==> config.mk <==
export PLATFORM = sky130hd
export DESIGN_NAME = store_buffer
export DESIGN_NICKNAME = d
export VERILOG_FILES = /design/src/rtl/store_buffer_pkg.sv /design/src/rtl/sb_entry_ram.sv /design/src/rtl/store_buffer.sv
export SDC_FILE = /design/constraint.sdc
export NUM_CORES = 1
export LEC_CHECK = 0
export BUFFER_PORTS_ARGS = -buffer_cell sky130_fd_sc_hd__buf_4
export CAP_MARGIN = 20
export CELL_PAD_IN_SITES_DETAIL_PLACEMENT = 1
export CELL_PAD_IN_SITES_GLOBAL_PLACEMENT = 1
export CORE_MARGIN = 1
export CORE_UTILIZATION = 54
export DETAILED_ROUTE_END_ITERATION = 16
export PLACE_DENSITY = 0.84
export SLEW_MARGIN = 20
export SYNTH_ARGS = -nofsm -noshare
export SYNTH_HDL_FRONTEND = slang
export SYNTH_SLANG_ARGS = --single-unit
==> constraint.sdc <==
create_clock -name clk -period 8.9 [get_ports clk]
set_input_delay 0 -clock clk [delete_from_list [all_inputs] [get_ports clk]]
set_output_delay 0 -clock clk [all_outputs]
set_load 0.03 [all_outputs]
==> src/rtl/store_buffer_pkg.sv <==
// Shared types and default sizing for the posted-write store buffer.
// Ports on the top use the core's own signal names; internal blocks use _i/_o.
package store_buffer_pkg;

    localparam int SB_DEPTH = 4;
    localparam int SB_AW    = 32;
    localparam int SB_DW    = 32;
    localparam int PTR_W    = $clog2(SB_DEPTH);

    typedef struct packed {
        logic [SB_AW-1:0] addr;
        logic [SB_DW-1:0] data;
    } store_entry_t;

    // Entries are kept as flat {addr, data} vectors so that AW/DW overrides still work.
    function automatic logic [SB_AW+SB_DW-1:0] pack_entry(input store_entry_t e);
        return {e.addr, e.data};
    endfunction

endpackage

==> src/rtl/sb_entry_ram.sv <==
// Entry storage for the store buffer: register array, one synchronous write port
// and one asynchronous read port. Contents are deliberately never reset.
module sb_entry_ram #(
    parameter int DEPTH = 4,
    parameter int W     = 64,
    parameter int PW    = $clog2(DEPTH)
) (
    input  logic          clk,
    input  logic          we_i,
    input  logic [PW-1:0] waddr_i,
    input  logic [W-1:0]  wdata_i,
    input  logic [PW-1:0] raddr_i,
    output logic [W-1:0]  rdata_o
);

    logic [W-1:0] mem_q [DEPTH];

    always_ff @(posedge clk) begin
        if (we_i) begin
            mem_q[waddr_i] <= wdata_i;
        end
    end

    assign rdata_o = mem_q[raddr_i];

endmodule

==> src/rtl/store_buffer.sv <==
// Posted-write buffer between the core store port and a valid/ready write port.
// First-word fall-through; outputs depend only on registered state, never on MemWrite.
module store_buffer
    import store_buffer_pkg::*;
#(
    parameter int DEPTH = SB_DEPTH,
    parameter int AW    = SB_AW,
    parameter int DW    = SB_DW
) (
    input  logic                     clk,
    input  logic                     reset,
    input  logic                     MemWrite,
    input  logic [AW-1:0]            DataAdr,
    input  logic [DW-1:0]            WriteData,
    output logic                     m_valid,
    output logic [AW-1:0]            m_addr,
    output logic [DW-1:0]            m_data,
    input  logic                     m_ready,
    output logic                     full,
    output logic                     empty,
    output logic [$clog2(DEPTH):0]   count,
    output logic                     overflow
);

    localparam int PW = $clog2(DEPTH);
    localparam int CW = PW + 1;
    localparam int EW = AW + DW;

    logic [PW-1:0] wr_ptr_q, wr_ptr_d;
    logic [PW-1:0] rd_ptr_q, rd_ptr_d;
    logic [CW-1:0] count_q, count_d;
    logic          overflow_q, overflow_d;

    logic          push, pop, drop;
    logic [EW-1:0] head;

    assign empty   = (count_q == '0);
    assign full    = (count_q == CW'(DEPTH));
    assign m_valid = ~empty;
    assign count   = count_q;
    assign overflow = overflow_q;

    // Head is forced to zero when empty so stale entries never leak onto the port.
    assign m_addr = empty ? '0 : head[EW-1:DW];
    assign m_data = empty ? '0 : head[DW-1:0];

    always_comb begin
        pop  = m_valid & m_ready;
        // A full buffer still accepts a store if the head leaves in the same cycle.
        push = MemWrite & (~full | pop);
        drop = MemWrite & full & ~pop;

        wr_ptr_d   = push ? wr_ptr_q + PW'(1) : wr_ptr_q;
        rd_ptr_d   = pop  ? rd_ptr_q + PW'(1) : rd_ptr_q;
        count_d    = count_q + CW'(push) - CW'(pop);
        overflow_d = overflow_q | drop;
    end

    always_ff @(posedge clk) begin
        if (!reset) begin
            wr_ptr_q   <= '0;
            rd_ptr_q   <= '0;
            count_q    <= '0;
            overflow_q <= 1'b0;
        end else begin
            wr_ptr_q   <= wr_ptr_d;
            rd_ptr_q   <= rd_ptr_d;
            count_q    <= count_d;
            overflow_q <= overflow_d;
        end
    end

    sb_entry_ram #(
        .DEPTH (DEPTH),
        .W     (EW),
        .PW    (PW)
    ) u_ram (
        .clk     (clk),
        .we_i    (push & reset),
        .waddr_i (wr_ptr_q),
        .wdata_i ({DataAdr, WriteData}),
        .raddr_i (rd_ptr_q),
        .rdata_o (head)
    );

endmodule

==> run_results.csv <==
group,metric,value,unit
layout,multi_input_area,0.00216,mm2
placement,post-place-ws,6.34,ns
layout,final_cell_mix,"edfxtp_1, buf_4, and2_1, dlygate4sd3_1, mux4_2",
power,p_per_area,308,mW/mm2
sta,timing.final.ws_setup,6.18,ns
clock_network,cts_tree,"done",
setup_path,ff2ff_path_depth,8,
clock_network,cts_buffers,27,
synthesis,async_flop_share,0,%
floorplanning,rows,49,
clock_network,clk-insertion-delay-late,0.52,ns
layout,drive_gt1_share,35.2,%
layout,final_common_cell,"edfxtp_1",
floorplanning,floorplan.initialDensity,56.0,%
drt,drt_iter0_markers,324,
grt,antenna_found_initial,1,
sta,skew,0.0131,ns
drt,post_drt_wl_per_cell,25.2,um
floorplanning,die_y,140,um
placement,dpl_cell_area,0.0114,mm2
setup_path,endpoint_kind,"flop",
grt,gr-total-overflow,0,
setup_path,slowest_stage,"dfxtp_1",
sta,period_share,30.6,%
setup_path,critical_path_class,"reg2reg",
layout,instances_no_fill,921,
synthesis,syn_inst,457,
clock_network,cts_resized,0,
drt,vias,5224,
synthesis,synth-simple-area-share,4.96,%
layout,fin_nets,746,
synthesis,synth_compound_area_share,0.428,%
outcome,outcome,"completed",
synthesis,syn_area,0.0102,mm2
placement,placedCellCount,803,
drt,ant_nets,0,
job,drv_cap,0,
sta,finalSetupTns,0,ns
floorplanning,die_w,140,um
layout,synthToLayoutAreaGrowth,26.1,%
drt,wl,23200,um
floorplanning,io-pin-count,139,
clock_network,cts_root_buf,"clkbuf_16",
power,p_leak,0.00446,uW
clock_network,clockBufferDepth,3,
synthesis,synth-edff-count,256,
placement,port_buffers,138,
drt,drc,0,
synthesis,synth_nets,531,
setup_path,cp.required,9.30,ns
placement,hpwl,12400,um
layout,layout.area.seq,0.00790,mm2
power,vdd_ir_drop_max,0.290,mV
sta,hold_viol,0,
drt,via_per_inst,5.67,
placement,gp_congestion,0.710,
grt,grt_max_degree,67,
setup_path,cpMostUsedCell,"xnor2_1",
grt,grt_pass1_vias,6044,
layout,fillCellCount,1479,
hold_path,min_delay_path_depth,2,
clock_network,clk_pin_slew,0.06,ns
sta,relSlewSlack,30.6,%
sta,rsz0062_at_grt,"no",
setup_path,start_kind,"flop",
synthesis,ys_types,27,
sta,setup_viol,0,
floorplanning,core-area,0.0183,mm2
drt,first_pass_iters,7,
synthesis,ys_ff_latch,266,
synthesis,syn_area_per_cell,22.4,um2
grt,track_usage,24.6,%
synthesis,ys_seq_area_share,77.0,%
setup_path,cp_max_fo,7,
synthesis,ys.flop_type,"edfxtp_1",
layout,fin_util,70.7,%
grt,grt_first_pass_wirelength,35300,um
sta,worst_slew_pin_slew,1.04,ns
synthesis,synth_mux_area_share,14.4,%
clock_network,htreeDepth,1,
setup_path,critical_path.cell_chain,"nor3b_1 -> a21boi_1 -> a21bo_2 -> ha_1 -> fa_1 -> xnor2_1 -> xnor2_1 -> and2_1",
synthesis,yosysWarnings,0,
setup_path,cpPeakStageDelay,0.45,ns
layout,design_area,0.0129,mm2
hold_path,hold_class,"in2reg",
clock_network,cts.sinks,266,
sta,drv_slew,0,
setup_path,arrival,3.12,ns
synthesis,synthAdderAreaFrac,0.806,%
sta,fmax,0.367,GHz
synthesis,synth_top_family_by_area,"multiplexers",
synthesis,synth_xor_area_share,0.257,%
floorplanning,dieArea,0.0195,mm2
sta,period_needed,2.72,ns
[metrics by stage]
step                      total power (uW)  hold WS [ns]
after global placement                2870         0.198
after floorplan                       2470        0.0989
after CTS                             3990         0.217
after detailed placement              2910         0.203
final                                 3980         0.227
after global routing                  4120         0.228
[layout make-up]
class	instances	share of cell area, %
flip-flops and latches	266	61.1
repair buffers	208	13.5
well taps	229	2.22
clock inverters	15	0.901
inverters	5	0.145
multi-input cells	164	16.7
clock buffers	33	5.40
diodes	1	0.0194
[critical path, delay by kind of cell, from the launching register on]
family | cells | cell delay [ns]
AOI/OAI and AO/OA | 2 | 0.62
and+or+nand+nor | 2 | 0.57
DFF | 1 | 0.45
xor gates and xnor gates | 2 | 0.32
adders and majority gates | 2 | 0.66
[cells in the mapped netlist, types with 3 or more instances]
cell | n | share of area, %
nand2_1 | 5 | 0.18
buf_12 | 6 | 1.2
mux4_2 | 60 | 13
and2_1 | 69 | 4.2
xnor2_1 | 3 | 0.26
dfxtp_1 | 10 | 2.0
buf_2 | 6 | 0.29
clkbuf_1 | 8 | 0.29
and3_1 | 4 | 0.24
mux4_1 | 4 | 1.0
ha_1 | 5 | 0.61
inv_1 | 5 | 0.18
edfxtp_1 | 256 | 75
[sequential cells by signal, indices dropped and copies added, names as in the netlist, named ones only]
register,cells
u_ram.mem_q,256
rd_ptr_q,2
wr_ptr_q,2
count,3
overflow,1
[metal layers]
layer | wire length, um | share of wire, % | GRT usage [%] | up-vias
li1 | - | - | - | 2279
met1 | 8790 | 38 | 29.6 | 2696
met2 | 12600 | 54 | 45.8 | 199
met3 | 1110 | 4.8 | 3.44 | 50
met4 | 642 | 2.8 | 7.58 | 0
met5 | 0 | 0 | 0 | -
[path summary, 6_finish.rpt]
kind                            start                      endpoint  slack, ns
max               count[2]$_SDFF_PN0_           count[2]$_SDFF_PN0_       6.18
min                     WriteData[21]  u_ram.mem_q[0][21]$_DFFE_PP_       0.23
max reg2reg       count[2]$_SDFF_PN0_           count[2]$_SDFF_PN0_       6.18
min reg2reg  wr_ptr_q[0]$_SDFFE_PN0P_      wr_ptr_q[0]$_SDFFE_PN0P_       0.54
[kinds of logic (layout without fill, tap and decap cells)]
family | after synthesis | count (layout)
other cells | 0 | 1
compound gates | 6 | 6
xor+xnor | 3 | 3
mux | 66 | 66
flops | 266 | 266
buf+inv | 27 | 261
fa+ha+maj | 6 | 6
simple gates | 83 | 83
[power breakdown]
| part | internal [uW] | leakage, uW | switching, uW |
|---|---|---|---|
| sequential | 1450 | 0.00241 | 66.8 |
| combinational | 591 | 0.00165 | 815 |
| clock | 611 | 0.000403 | 450 |
[what timing repair did]
action,in CTS,in global routing
hold endpoints to repair,266,0
hold buffers,69,0
setup buffers,0,0
(Power assumes the default switching activity.)
